[config.mk]
export PLATFORM = sky130hd
export DESIGN_NAME = serial_rx_align_flat
export DESIGN_NICKNAME = d
export VERILOG_FILES = /design/src/rtl/phy_pkg.sv /design/src/rtl/serial_rx_align_if.sv /design/src/rtl/rx_shift_comma.sv /design/src/rtl/serial_rx_align.sv /design/src/flat_wrapper.sv
export SDC_FILE = /design/constraint.sdc
export NUM_CORES = 1
export LEC_CHECK = 0
export ABC_AREA = 1
export CORE_UTILIZATION = 30
export DETAILED_ROUTE_END_ITERATION = 8
export SLEW_MARGIN = 20
export SYNTH_ARGS = -nofsm -noshare
export SYNTH_HDL_FRONTEND = slang
export SYNTH_SLANG_ARGS = --single-unit
export TNS_END_PERCENT = 5
[constraint.sdc]
create_clock -name clk -period 2.4 [get_ports clk]
set_input_delay 0.72 -clock clk [delete_from_list [all_inputs] [get_ports clk]]
set_output_delay 0.72 -clock clk [all_outputs]
set_load 0.02 [all_outputs]
[src/rtl/phy_pkg.sv]
// Shared PHY definitions for the receive lane.
// Holds the comma symbol and the aligner state encoding.
package phy_pkg;

    localparam logic [7:0] COMMA_K285 = 8'hBC;

    typedef enum logic [1:0] {
        HUNT,
        LOCKING,
        LOCKED
    } rx_align_state_t;

    function automatic logic [7:0] sat_inc8(
        input logic [7:0] v
    );
        return (v == 8'hFF) ? v : v + 8'd1;
    endfunction

endpackage

[src/rtl/serial_rx_align_if.sv]
// Lane-side signals of the byte aligner.
// master drives the serial bit, slave returns bytes.
interface serial_rx_align_if;

    logic       data_in;
    logic [7:0] data_out;
    logic       valid_out;
    logic       byte_strobe;
    logic       active;

    modport master (
        output data_in,
        input  data_out,
        input  valid_out,
        input  byte_strobe,
        input  active
    );

    modport slave (
        input  data_in,
        output data_out,
        output valid_out,
        output byte_strobe,
        output active
    );

endinterface

[src/rtl/rx_shift_comma.sv]
// Serial shift window with comma detect.
// sr_next is the byte ending on the current bit.
module rx_shift_comma
    import phy_pkg::*;
#(
    parameter logic [7:0] COMMA = COMMA_K285
) (
    input  logic       clk,
    input  logic       reset,
    input  logic       data_in,
    output logic [7:0] sr_next,
    output logic       is_comma
);

    // Only seven stored bits ever reach the next window.
    logic [6:0] sr;

    assign sr_next  = {sr, data_in};
    assign is_comma = (sr_next == COMMA);

    always_ff @(posedge clk or posedge reset) begin
        if (reset) begin
            sr <= '0;
        end else begin
            sr <= sr_next[6:0];
        end
    end

endmodule

[src/rtl/serial_rx_align.sv]
// Comma-hunting byte aligner for one serial lane.
// Locks on repeated aligned commas, drops on comma starvation.
module serial_rx_align
    import phy_pkg::*;
#(
    parameter logic [7:0] COMMA      = COMMA_K285,
    parameter int         LOCK_COUNT = 4,
    parameter int         MAX_GAP    = 64
) (
    input  logic               clk,
    input  logic               reset,
    serial_rx_align_if.slave   rx
);

    localparam logic [3:0] LOCK_N = 4'(LOCK_COUNT);
    localparam logic [7:0] GAP_N  = 8'(MAX_GAP);

    logic [7:0]      sr_next;
    logic            is_comma;
    rx_align_state_t state;
    logic [2:0]      bit_cnt;
    logic [3:0]      comma_cnt;
    logic [7:0]      gap_cnt;
    logic            boundary;
    logic [3:0]      comma_nxt;
    logic            gap_hit;

    rx_shift_comma #(
        .COMMA (COMMA)
    ) u_shift (
        .clk      (clk),
        .reset    (reset),
        .data_in  (rx.data_in),
        .sr_next  (sr_next),
        .is_comma (is_comma)
    );

    assign boundary  = (bit_cnt == 3'd7);
    assign comma_nxt = comma_cnt + 4'd1;

    // Gap test uses the counter as it stood before this boundary.
    assign gap_hit = (GAP_N != 8'd0)
                   && !is_comma
                   && (gap_cnt + 8'd1 == GAP_N);

    always_ff @(posedge clk or posedge reset) begin
        if (reset) begin
            state          <= HUNT;
            bit_cnt        <= '0;
            comma_cnt      <= '0;
            gap_cnt        <= '0;
            rx.data_out    <= '0;
            rx.valid_out   <= 1'b0;
            rx.byte_strobe <= 1'b0;
            rx.active      <= 1'b0;
        end else begin
            rx.byte_strobe <= 1'b0;
            unique case (state)
                HUNT: begin
                    rx.valid_out <= 1'b0;
                    rx.active    <= 1'b0;
                    if (is_comma) begin
                        bit_cnt   <= '0;
                        comma_cnt <= 4'd1;
                        state     <= LOCKING;
                    end
                end
                LOCKING: begin
                    bit_cnt      <= bit_cnt + 3'd1;
                    rx.valid_out <= 1'b0;
                    if (boundary) begin
                        if (is_comma) begin
                            comma_cnt <= comma_nxt;
                            if (comma_nxt == LOCK_N) begin
                                state     <= LOCKED;
                                rx.active <= 1'b1;
                                gap_cnt   <= '0;
                            end
                        end else begin
                            comma_cnt <= '0;
                            state     <= HUNT;
                        end
                    end
                end
                LOCKED: begin
                    bit_cnt <= bit_cnt + 3'd1;
                    if (boundary) begin
                        if (gap_hit) begin
                            state        <= HUNT;
                            rx.active    <= 1'b0;
                            rx.valid_out <= 1'b0;
                            comma_cnt    <= '0;
                            gap_cnt      <= '0;
                        end else begin
                            rx.data_out    <= sr_next;
                            rx.valid_out   <= !is_comma;
                            rx.byte_strobe <= 1'b1;
                            gap_cnt        <= is_comma ? 8'd0
                                            : sat_inc8(gap_cnt);
                        end
                    end
                end
                default: begin
                    state <= HUNT;
                end
            endcase
        end
    end

endmodule

[src/flat_wrapper.sv]
// flat-port wrapper written by rule: the top's interface ports become plain ports
module serial_rx_align_flat import phy_pkg::*;
#(
    parameter logic [7:0] COMMA      = COMMA_K285,
    parameter int         LOCK_COUNT = 4,
    parameter int         MAX_GAP    = 64
)
  (clk, reset, rx_data_in, rx_data_out, rx_valid_out, rx_byte_strobe, rx_active);
  serial_rx_align_if rx_i ();
  input  logic clk;
  input  logic reset;
  input wire logic [$bits(rx_i.data_in)-1:0] rx_data_in;
  output wire logic [$bits(rx_i.data_out)-1:0] rx_data_out;
  output wire logic [$bits(rx_i.valid_out)-1:0] rx_valid_out;
  output wire logic [$bits(rx_i.byte_strobe)-1:0] rx_byte_strobe;
  output wire logic [$bits(rx_i.active)-1:0] rx_active;
  assign rx_i.data_in = rx_data_in;
  assign rx_data_out = rx_i.data_out;
  assign rx_valid_out = rx_i.valid_out;
  assign rx_byte_strobe = rx_i.byte_strobe;
  assign rx_active = rx_i.active;
  serial_rx_align #(.COMMA(COMMA), .LOCK_COUNT(LOCK_COUNT), .MAX_GAP(MAX_GAP)) u_core (.clk(clk), .reset(reset), .rx(rx_i));
endmodule
# Word level (Yosys, flattened, before mapping)
# Index checks and enable logic that the tools add are counted.
# totals
register_bits	35
# classes
add_sub_neg	3
eq_ne	15
n_mux	35
bitwise	1
n_reduce_logical	16
# ops
cell	count
two-way mux 8 bit	7
two-way mux 4 bit	5
== test 8 bit (second input constant)	2
one-hot mux 8 bit (2 select lines)	1
two-way mux 2 bit	6
!= test 2 x 1 -> 1 bit (second input constant)	6
one-hot mux 4 bit (3 select lines)	1
AND reduction 6 bit	2
two-way mux 1 bit	10
AND reduction 5 bit	2
adder 8 x 1 -> 8 bit (second input constant)	1
== test 8 x 7 -> 1 bit (second input constant)	1
one-hot mux 2 bit (3 select lines)	1
one-hot mux 3 bit (2 select lines)	1
nonzero test 2 bit	3
adder 4 x 1 -> 4 bit (second input constant)	1
== test 4 x 3 -> 1 bit (second input constant)	1
!= test 4 x 2 -> 1 bit (second input constant)	1
AND reduction 2 bit	2
OR reduction 2 bit	2
adder 3 x 1 -> 3 bit (second input constant)	1
== test 3 bit (second input constant)	1
two-way mux 3 bit	1
!= test 3 bit (second input constant)	1
10 further kinds	10

# Logic depth before layout (Yosys ltp)
# logic_depth
depth_word	6
ltp_mapped	13
depth_no_buf	12

# Cells and area by module
# A second synthesis with hierarchy kept.
# hier_totals
cells_unflattened	225
hier_area_um2	1920.6
# modules_own_cells
module	n_inst	cells_each	area_per_inst_um2
serial_rx_align	1	206	1694.1
rx_shift_comma	1	19	226.5

# Worst setup path before layout
# OpenSTA, ideal clock, no wires.
# synth_path
path_type	in2reg
start	in rx_data_in
end	reg u_core.comma_cnt[0]
setup_ns	0.117
arrival_time_ns	1.678
t_required_ns	2.283
path_slack_ns	0.605
path_stages	8
path_buffers	0
cell_sequence	nor3_1 > nand2_1 > inv_1 > nor2_1 > nor2_2 > nand4_1 > nand2_1 > nand2_1
# synth_between
elab_chain_cells	5
# synth_rtl
element	line_no	text
start: declaration	flat_wrapper.sv:12	input wire logic [$bits(rx_i.data_in)-1:0] rx_data_in;
== test 8 bit (*)	rx_shift_comma.sv:19	assign is_comma = (sr_next == COMMA);
zero test 1 bit	serial_rx_align.sv:43	&& !is_comma
logical AND 1 bit	serial_rx_align.sv:44	&& (gap_cnt + 8'd1 == GAP_N);
!= test 2 x 1 -> 1 bit (no line)	--	
AND reduction 5 bit (no line)	--	
end signal: assignment	serial_rx_align.sv:73	comma_cnt <= comma_nxt;
end: declaration	serial_rx_align.sv:22	logic [3:0] comma_cnt;
# Every way passes the cells marked *; elsewhere a longest branch is shown, timed or not. The select of a mux whose other input is x is not followed.
# A chain may end at the register's enable or synchronous reset.

# Worst setup path in the final report
# layout_path
start	in rx_data_in
end	reg u_core.gap_cnt[4]
# layout_between
elab_chain_cells	6
# layout_rtl
element	line_no	text
== test 8 bit (*)	rx_shift_comma.sv:19	
zero test 1 bit	serial_rx_align.sv:43	
logical AND 1 bit	serial_rx_align.sv:44	
two-way mux 8 bit	serial_rx_align.sv:88	if (gap_hit) begin
two-way mux 8 bit	serial_rx_align.sv:87	if (boundary) begin
one-hot mux 8 bit (2 select lines)	serial_rx_align.sv:58	unique case (state)
end signal: assignment	serial_rx_align.sv:98	gap_cnt <= is_comma ? 8'd0
end: declaration	serial_rx_align.sv:23	logic [7:0] gap_cnt;
# Marked as above.

==> key figures <==
Timing
  • Layout Skew: between 0.01 and 0.015 ns
  • Final Hold Viols: 0
  • Worst slew margin: 0.705
  • Highest clock rate: between 400 and 500 MHz
  • Fin. max-slew vios: 0
  • Minimum clock period: between 2 and 2.5 ns
  • Setup TNS: 0 ns
  • Unrepaired setup endpoints after global routing: no
  • Final worst slack: between 0.2 and 0.3 ns
  • Worst Tran Pin Value: 0.442 ns
  • Final period util: 0.875
  • # setup viols final: 0
  • Smallest hold slack: 0.407 ns

Final layout
  • Nets: 261
  • Utilization after layout: 0.372
  • Area Growth Syn to Fin: 17.5%
  • ANT cells: 0
  • Share of cells above drive strength 1: 0.173
  • Finished Cell Area: 2260 um2
  • Fin cells: around 320

Floorplan
  • Die Span Y: 82.0 um
  • Die width: 82.0 um
  • I/O Pins: 14
  • Initial core utilization: 0.317
  • Core Rows: 28
  • Core Area: between 6000 and 7000 um2
  • Full die area: approximately 6700 um2

Power
  • Overall power: ~1.5 mW
  • Power density cells: 673 nW/um2
  • Leakage: slightly above 1 nW
  • VDD IR max: approximately 0.48 mV

Placement
  • Hpwl dp: roughly 2600 um
  • Setup WS pre-CTS: around 0.013 ns
  • Post-placement cell area: ~2200 um2
  • Gp weighted congestion: roughly 0.74
  • Port Buffers: 13
  • Placed cell count: ~320

CTS
  • Root buffer cell: clkbuf_8
  • H-tree Lvls: 2
  • Clock-pin slew on the worst setup and hold paths: 0.07 ns
  • Clock Latency Late Sink: 0.29 ns
  • Cts bufs inserted: 5
  • CTS sink cnt: 35
  • TritonCTS clock tree: done
  • # resized after CTS: 0
  • CTS Hold Bufs: 0
  • Post-CTS Setup Bufs: 0
  • Clock buffer depth: 2

Worst setup path
  • CP endpoint kind: register
  • Critical path's largest stage delay: ~0.44 ns
  • Crit path required time: approximately 2.6 ns
  • CP cell instances: clkdlybuf4s50_1 > nor3_1 > nand2_1 > a21oi_1 > nand2_1 > nor2_2 > nand2_4 > nand2_1 > o21ai_2
  • Critical Path AT: 2.27 ns
  • Setup crit start kind: input pin
  • Worst path slowest cell: clkdlybuf4s50_1
  • Crit path kind: in2reg
  • Largest fanout on the critical path: 16
  • Most frequent CP cell: nand2_1

Synthesis
  • Ys async rst share: 1.00
  • EDFF count, synth: 0
  • Cells after Synth: around 230
  • Synth top area share: 0.456
  • Seq/Total Area, Yosys: 0.456
  • Synth area leader: dfrtp_1
  • Synth Warn #: 0
  • Largest cells by area after synthesis: dfrtp_1 (46%), nand2_1 (15%), ha_1 (6.5%)
  • Top FF cell, synth: dfrtp_1
  • Most instantiated library cell after synthesis: nand2_1
  • Most frequent cells after synthesis: nand2_1 (76), dfrtp_1 (35), inv_1 (22)
  • #FFs+latches synth: 35
  • Syn_nets: approximately 240
  • Synth Area per Inst: around 8.5 um2
  • Post-Synthesis Cell Area: approximately 1900 um2
  • Yosys cell types: 31

Run
  • Max_cap viols: 0

Global routing
  • Pin count of the biggest net entering global routing: 36
  • Total gr overflow: 0
  • Vias in the first global route: 1470
  • Overall Global Routing Usage: 0.125
  • First-pass GRT wire length: approximately 6400 um
  • Number of antenna violations at the first check in global routing: 0

Routing
  • DR DRC count: 0
  • DRT iter0 DRCs: slightly below 80
  • DRT Pass-1 Iters: 4
  • Final WL: between 3000 and 4000 um
  • Number of vias per cell: between 4 and 5
  • Final ANT Viol Nets: 0
  • Vias: between 1000 and 1500
  • DR WL/cell: ~11 um

Hold path
  • Min-Delay Path Class: reg2reg

Status
  • Outcome: complete, no violations
[cell usage in the layout, fill, tap and decap left out, types with 2 or more instances in the layout]
cell type / count
nand2_1: 76
dfrtp_1: 35
inv_1: 22
clkdlybuf4s50_1: 13
nand3_1: 12
nor2_1: 12
nand4_1: 12
ha_1: 10
o21ai_2: 8
clkbuf_8: 6
buf_4: 6
nor2_2: 4
o21ai_0: 4
nand3_2: 3
nand2_2: 3
nor3_1: 3
o21ai_1: 2
inv_2: 2
nand3_4: 2
nand2_4: 2
[per-layer routing]
metal	part of all wire	up-vias	track usage
met5	0	-	0
met4	0.024	0	0.0596
met3	0.033	9	0.0267
met2	0.46	27	0.201
met1	0.48	684	0.160
li1	-	779	-
[layout make-up]
class | count | area [um2]
fillers | 610 | 3800
multi-input cells | 162 | 917
flip-flops and latches | 35 | 876
repair buffers | 19 | 175
inverters | 25 | 96.3
well taps | 75 | 93.8
clock buffers | 6 | 82.6
clock inverters | 2 | 16.3
[state kept, by name, indices dropped and copies added, names as in the netlist]
register,flops
u_core.comma_cnt,4
u_core.rx.valid_out,1
u_core.bit_cnt,3
u_core.u_shift.sr,7
u_core.state,2
u_core.gap_cnt,8
u_core.rx.byte_strobe,1
u_core.rx.data_out,8
u_core.rx.active,1
[logic make-up after synthesis]
kind of cell               Yosys count  synth area share
buffers and inverters               29            0.0664
AOI/OAI and AO/OA                   19            0.0723
xor gates and xnor gates             2           0.00912
adders and majority gates           10            0.0651
and+or+nand+nor                    131             0.331
DFF                                 35             0.456
[worst max-delay path, delay by kind of cell]
| family | cells | cell delay, ns |
|---|---|---|
| AND/OR/NAND/NOR | 6 | 0.87 |
| AO/OA/AOI/OAI | 2 | 0.22 |
| buffers and inverters | 1 | 0.44 |
[worst paths after layout]
| path | slack (ns) | end | startpoint | cells past startpoint |
|---|---|---|---|---|
| max | 0.30 | u_core.gap_cnt[4] | rx_data_in | 9 |
| min | 0.41 | u_core.u_shift.sr[3] | u_core.u_shift.sr[2] | 0 |
| max reg2reg | 0.46 | u_core.rx.data_out[1] | u_core.gap_cnt[0] | 12 |
| min reg2reg | 0.41 | u_core.u_shift.sr[3] | u_core.u_shift.sr[2] | 0 |
| max in group asynchronous | 1.25 | u_core.comma_cnt[1] | reset | 3 |
| min in group asynchronous | 0.81 | u_core.gap_cnt[1] | reset | 3 |
[where the power goes]
part	internal, mW	total, mW	switching, mW
Sequential	0.643	0.685	0.0417
Combinational	0.136	0.378	0.241
Clock	0.234	0.457	0.223
Total	1.01	1.52	0.506
Power figures use the tool's default switching activity.
